**src/rtl/mul32p_arb.sv**
```systemverilog
// Two-port round-robin front end for the shared pipelined multiplier.
// A shadow {valid, id} pipeline tracks each in-flight product so its result can be routed back.
module mul32p_arb #(
  parameter int unsigned LAT = 4
) (
  input  logic        clk,
  input  logic        rst_n,

  input  logic        req0_valid,
  output logic        req0_ready,
  input  logic [31:0] req0_a,
  input  logic [31:0] req0_b,
  input  logic        req0_mode,

  input  logic        req1_valid,
  output logic        req1_ready,
  input  logic [31:0] req1_a,
  input  logic [31:0] req1_b,
  input  logic        req1_mode,

  output logic        resp0_valid,
  output logic [31:0] resp0_lo,
  output logic [31:0] resp0_hi,
  output logic        resp1_valid,
  output logic [31:0] resp1_lo,
  output logic [31:0] resp1_hi,

  output logic [31:0] mul_a,
  output logic [31:0] mul_b,
  output logic        mul_mode,
  input  logic [31:0] mul_lo,
  input  logic [31:0] mul_hi,

  output logic        idle
);

  localparam int unsigned Depth = LAT + 1;

  logic last_q;
  logic grant0, grant1;
  logic xfer0, xfer1, xfer;

  logic [Depth-1:0] sv_q;
  logic [Depth-1:0] sid_q;
  logic             tail_valid, tail_id;

  logic [31:0] mul_a_q, mul_b_q;
  logic        mul_mode_q;

  logic        resp0_valid_q, resp1_valid_q;
  logic [31:0] resp0_lo_q, resp0_hi_q, resp1_lo_q, resp1_hi_q;

  // On conflict, the requester that did not win last time is served.
  always_comb begin
    grant0 = 1'b0;
    grant1 = 1'b0;
    if (req0_valid && req1_valid) begin
      grant0 = last_q;
      grant1 = ~last_q;
    end else begin
      grant0 = req0_valid;
      grant1 = req1_valid;
    end
  end

  assign req0_ready = grant0 & rst_n;
  assign req1_ready = grant1 & rst_n;

  assign xfer0 = req0_valid & req0_ready;
  assign xfer1 = req1_valid & req1_ready;
  assign xfer  = xfer0 | xfer1;

  assign tail_valid = sv_q[LAT];
  assign tail_id    = sid_q[LAT];

  always_ff @(posedge clk) begin
    if (!rst_n) begin
      last_q     <= 1'b1;
      mul_a_q    <= '0;
      mul_b_q    <= '0;
      mul_mode_q <= 1'b0;
    end else if (xfer0) begin
      last_q     <= 1'b0;
      mul_a_q    <= req0_a;
      mul_b_q    <= req0_b;
      mul_mode_q <= req0_mode;
    end else if (xfer1) begin
      last_q     <= 1'b1;
      mul_a_q    <= req1_a;
      mul_b_q    <= req1_b;
      mul_mode_q <= req1_mode;
    end
  end

  // Shadow pipeline: shifts unconditionally, tail aligned with mul_lo/mul_hi.
  always_ff @(posedge clk) begin
    if (!rst_n) begin
      sv_q  <= '0;
      sid_q <= '0;
    end else begin
      sv_q[0]  <= xfer;
      sid_q[0] <= xfer1;
      for (int unsigned i = 1; i < Depth; i++) begin
        sv_q[i]  <= sv_q[i-1];
        sid_q[i] <= sid_q[i-1];
      end
    end
  end

  always_ff @(posedge clk) begin
    if (!rst_n) begin
      resp0_valid_q <= 1'b0;
      resp1_valid_q <= 1'b0;
      resp0_lo_q    <= '0;
      resp0_hi_q    <= '0;
      resp1_lo_q    <= '0;
      resp1_hi_q    <= '0;
    end else begin
      resp0_valid_q <= tail_valid & ~tail_id;
      resp1_valid_q <= tail_valid & tail_id;
      if (tail_valid && !tail_id) begin
        resp0_lo_q <= mul_lo;
        resp0_hi_q <= mul_hi;
      end
      if (tail_valid && tail_id) begin
        resp1_lo_q <= mul_lo;
        resp1_hi_q <= mul_hi;
      end
    end
  end

  assign mul_a    = mul_a_q;
  assign mul_b    = mul_b_q;
  assign mul_mode = mul_mode_q;

  assign resp0_valid = resp0_valid_q;
  assign resp0_lo    = resp0_lo_q;
  assign resp0_hi    = resp0_hi_q;
  assign resp1_valid = resp1_valid_q;
  assign resp1_lo    = resp1_lo_q;
  assign resp1_hi    = resp1_hi_q;

  // A result still counts as in flight during its response strobe.
  assign idle = ~rst_n | (~|sv_q & ~resp0_valid_q & ~resp1_valid_q & ~xfer);

endmodule

```
**config.mk**
```make
export PLATFORM = sky130hd
export DESIGN_NAME = mul32p_arb
export DESIGN_NICKNAME = d
export VERILOG_FILES = /design/src/rtl/mul32p_arb.sv
export SDC_FILE = /design/constraint.sdc
export NUM_CORES = 1
export LEC_CHECK = 0
export BUFFER_PORTS_ARGS = -buffer_cell sky130_fd_sc_hd__buf_4
export CAP_MARGIN = 20
export CORE_AREA = 4 4 151 153
export CTS_CLUSTER_DIAMETER = 60
export DETAILED_ROUTE_END_ITERATION = 10
export DIE_AREA = 0 0 155 157
export HOLD_SLACK_MARGIN = 0.15
export PLACE_DENSITY = 0.77
export SLEW_MARGIN = 20
export SYNTH_ARGS = -nofsm -noshare
export SYNTH_HDL_FRONTEND = slang
export SYNTH_SLANG_ARGS = --single-unit
```
**constraint.sdc**
```tcl
create_clock -name clk -period 2.2 [get_ports clk]
set_input_delay 0.44 -clock clk [delete_from_list [all_inputs] [get_ports clk]]
set_output_delay 0.44 -clock clk [all_outputs]
set_load 0.005 [all_outputs]
```
Word-level counts from Yosys, hierarchy flattened
Index checks and enable logic that the tools add are counted.
{ "word_totals": {"regBits": 206, "input_bits": 198, "output_inout_bits": 198, "elab_cells": 46} }
{ "classes": {"n_mux": 10, "bitwise": 17, "n_reduce_logical": 7} }
{ "ops": {"columns": ["op", "n"], "rows": [
  ["$mux 32", 4],
  ["$and 1x1->1", 9],
  ["$mux 1", 6],
  ["$not 1->1", 6],
  ["$reduce_or 5->1", 1],
  ["$logic_and 1x1->1", 3],
  ["$logic_not 1->1", 2],
  ["$or 1x1->1", 2],
  ["$reduce_bool 2->1", 1]
]} }

Depth between registers and ports, before layout
{ "depth": {"ltp_word": 8, "depth_mapped": 6, "mapped_depth_nobuf": 3} }

Worst setup path after synthesis
No wires, ideal clock.
{ "synth_timing": {"path_kind": "input -> output", "from": "in rst_n", "to": "out req1_ready", "arrival_time_ns": 1.155, "t_required_ns": 1.760, "setup_slack_ns": 0.605, "stages": 3, "path_buffers": 2, "cell_sequence": "clkbuf_1 clkbuf_1 and3_1"} }
{ "synth_between": {"elab_chain_cells": 1} }
{ "synth_rtl": {"columns": ["item", "line", "rtl"], "rows": [
  ["start, declared", "7", "input logic rst_n,"],
  ["$and 1x1->1", "67", "assign req1_ready = grant1 & rst_n;"],
  ["end, declared", "16", "output logic req1_ready,"]
]} }
No other way between the ends.

Worst setup path in the final report
{ "layout_timing": {"from": "reg sv_q[4]", "to": "out idle"} }
{ "layout_between": {"elab_chain_cells": 6} }
{ "layout_rtl": {"columns": ["item", "line", "rtl"], "rows": [
  ["start, declared", "43", "logic [Depth-1:0] sv_q;"],
  ["start signal, assigned by index", "104", "sv_q[i] <= sv_q[i-1];"],
  ["$reduce_or 5->1", "144", "assign idle = ~rst_n | (~|sv_q & ~resp0_valid_q & ~resp1_valid_q & ~xfer);"],
  ["$logic_not 1->1", "144", null],
  ["$and 1x1->1 (3 in a row)", "144", null],
  ["$or 1x1->1", "144", null],
  ["end, declared", "34", "output logic idle"]
]} }
No other way between the ends.

==> key figures <==
STA
  – Max-slew violation count: 0
  – Slew HR: a little under half
  – Final period util: around 92%
  – Fin. Hold Viols: 0
  – Final min period: between 2 and 2.5 ns
  – Final setup viols: 0
  – Final Skew: 0.0106 ns
  – F_max: about 490 MHz
  – RSZ-0062 raised after global routing: no
  – Final TNS setup: 0 ns
  – Worst-Margin Slew: roughly 0.8 ns

Routing
  – Post-route ant nets: 0
  – Initial DRT Pass Iterations: 5
  – Vias/cell: just over 5
  – Vias after detailed routing: around 8400
  – Number of remaining DRC errors: 0
  – DR iter-0 viols: between 300 and 400
  – Routed WL: 28500 um
  – Routed WL per cell: approximately 18 um

Run
  – MaxCap Viol Count: 0

Worst setup path
  – Slowest cell delay on critical path: roughly 0.37 ns
  – Critical Path Source Type: flop
  – R2r startpoint: sv_q[4]$_SDFF_PN0_
  – Crit path cell chain: nor4_2, nand2_1, o21ai_1, buf_4
  – Start point of the critical path: sv_q[4]$_SDFF_PN0_
  – Setup CP Type: flop to output pin
  – Reg2Reg Depth: 4
  – Worst EP arrival: ~1.6 ns
  – CP bufs+invs: 1
  – WP data required: 1.76 ns
  – Slowest CP cell: dfxtp_1
  – Crit Path Max Fanout: 6
  – Critical path endpoint category: output pin
  – Crit path max-delay family: simple AND/OR/NAND/NOR gates
  – Cell count along the critical path: 4
  – Worst R2R End: resp1_lo[1]$_SDFFE_PN0P_
  – R2r setup slk: 0.61 ns
  – Crit path capture: idle

CTS
  – Setup bufs post-CTS: 0
  – H-tree Lvls: 1
  – TritonCTS Buffers: 23
  – Bufs on Longest Clock Path: 3
  – TritonCTS clock tree: yes
  – Clock Sinks: approximately 210
  – Clk_lat worst skew: 0.50 ns
  – Clock slew at reported path FFs: around 0.06 ns
  – Clk root buf: clkbuf_16

Run status
  – Status: finished, final reports clean

Die
  – Placeable core region: around 0.022 mm2
  – Std-Cell Rows: 54
  – Die Footprint: about 0.024 mm2
  – Initial core utilization: between 30% and 40%
  – Die Width: 155 um
  – Die Height: ~160 um
  – # IOs: between 300 and 400

Finish
  – Register area: between 0.004 and 0.005 mm2
  – Commonest non-fill, non-tap cell in the layout: buf_4
  – Most frequent cells in the layout: buf_4 (411), nand2_1 (389), dfxtp_1 (205)
  – # fillers: 1925
  – Antenna Cells: 0
  – Final core occ: between 50% and 60%
  – # nets final: between 1500 and 2000
  – Post-route non-filler standard cell count: ~1600
  – Footprint of the multi-input gates: 0.00379 mm2
  – Design Area, Final: 0.0123 mm2
  – Layout cells sized above 1: between 30% and 40%
  – Layout area overhead: 48.0%

Synthesis
  – Sequential-to-total area share from yosys stat: around half
  – Post-Syn Area per Cell: 8.52 um2
  – Synth Instances: a little under 1000
  – Mapped cell area: ~0.0083 mm2
  – Syn nets: around 1200
  – Post-synth cell types: 23
  – Seq cells post-synth: ~210
  – Yosys warns: 0

Pwr
  – Leakage: 0.00503 uW
  – Peak supply drop: around 0.43 mV
  – PD cells: between 700 and 800 mW/mm2

Global routing
  – GRT Overall Usage: 21.5%
  – Vias in the first global route: between 8000 and 9000
  – Initial antenna violation count: 0
  – Largest net degree at the start of global routing: between 100 and 150
  – Remaining global-route overflow: 0
  – First-pass GRT wire length: 42800 um

Placement
  – Cell count after placement: around 1600
  – Final HPWL DP: a little under 20000 um
  – RD Place Congestion: between 0.8 and 0.9
  – Placed inst area: 0.0115 mm2
  – # port buffers: 395

Min path
  – HP Class: primary input to flop
==> cell usage after synthesis <==
| cell type | number | area, um2 |
|---|---|---|
| a21boi_0 | 128 | 961 |
| and2_1 | 10 | 62.6 |
| and3_1 | 3 | 18.8 |
| buf_1 | 7 | 26.3 |
| buf_2 | 26 | 130 |
| buf_4 | 1 | 7.51 |
| buf_6 | 5 | 56.3 |
| clkbuf_1 | 62 | 233 |
| dfxtp_1 | 206 | 4120 |
| inv_2 | 1 | 3.75 |
| nand2_1 | 390 | 1460 |
| nand2b_1 | 1 | 6.26 |
| nor2_1 | 1 | 3.75 |
| nor2b_1 | 2 | 12.5 |
| nor3_1 | 1 | 5.00 |
| nor3b_1 | 1 | 7.51 |
| nor4_1 | 1 | 6.26 |
| o2111ai_1 | 65 | 569 |
| o211a_1 | 1 | 10.0 |
| o21ai_0 | 2 | 10.0 |
| o311ai_0 | 26 | 228 |
| o311ai_1 | 32 | 280 |
| o311ai_2 | 7 | 114 |
==> kinds of logic (layout without fill, tap and decap cells) <==
kind of cell,count (synthesis),in the layout,share of synthesized area (%)
AO/OA/AOI/OAI,261,261,26.0
flip-flops,206,206,49.5
AND/OR/NAND/NOR,410,410,19.0
buffers and inverters,102,463,5.48
==> through the flow <==
| stage | hold WS [ns] | total power (uW) | setup WS [ns] |
|---|---|---|---|
| final | 0.176 | 8900 | 0.167 |
| after global routing | 0.176 | 9230 | 0.0304 |
| after CTS | 0.158 | 8980 | 0.0493 |
| after detailed placement | 0.418 | 5000 | 0.428 |
| after global placement | 0.417 | 4990 | 0.507 |
| after floorplan | 0.412 | 4380 | 0.605 |
==> report_power, final <==
part / total, uW / internal, uW / switching [uW]
clock network: 3970 / 2450 / 1520
registers: 3950 / 3870 / 79.9
logic: 974 / 530 / 444
==> sequential cells by signal (all words and copies together), names as in the netlist, 5 cells and up <==
name and flops:
resp1_lo 32, mul_b 32, resp1_hi 32, sid_q 5
sv_q 5, resp0_lo 32, resp0_hi 32, mul_a 32
==> timing repair <==
| item | CTS | global route |
|---|---|---|
| setup endpoints to repair | 0 | 1 |
| hold buffers | 0 | 0 |
| resized for setup | 0 | 2 |
==> metal layers <==
layer / vias up / routed length [um] / global-route usage [%]
li1: 4100 / - / -
met1: 3936 / 10900 / 25.6
met2: 320 / 14100 / 37.4
met3: 48 / 2780 / 6.96
met4: 0 / 715 / 6.27
met5: - / 0 / 0
==> cell type report <==
type                       instances  area share, %
clock buffer                      33           5.37
timing repair buffer             421           26.6
sequential                       206           33.4
clock inverter                     8           1.04
inverter                           1         0.0304
multi-input combinational        671           30.7
tap                              280           2.84
==> worst register-to-register path, stage by stage, from the launching register on <==
cell and delay, ns:
dfxtp_1 0.45, and2_2 0.55, buf_4 0.29, nand2_1 0.06, a21boi_0 0.17
==> how the worst min path moves through the flow <==
stage	start	slack (ns)	endpoint	cells after the start
after detailed placement	sid_q[0]$_SDFF_PN0_	0.42	sid_q[1]$_SDFF_PN0_	1
after CTS	rst_n	0.16	last_q$_SDFFE_PN1P_	2
final	rst_n	0.18	last_q$_SDFFE_PN1P_	2
after floorplan	sid_q[0]$_SDFF_PN0_	0.41	sid_q[1]$_SDFF_PN0_	1
after global routing	rst_n	0.18	last_q$_SDFFE_PN1P_	2
after global placement	sid_q[1]$_SDFF_PN0_	0.42	sid_q[2]$_SDFF_PN0_	1
(Power assumes the default switching activity.)
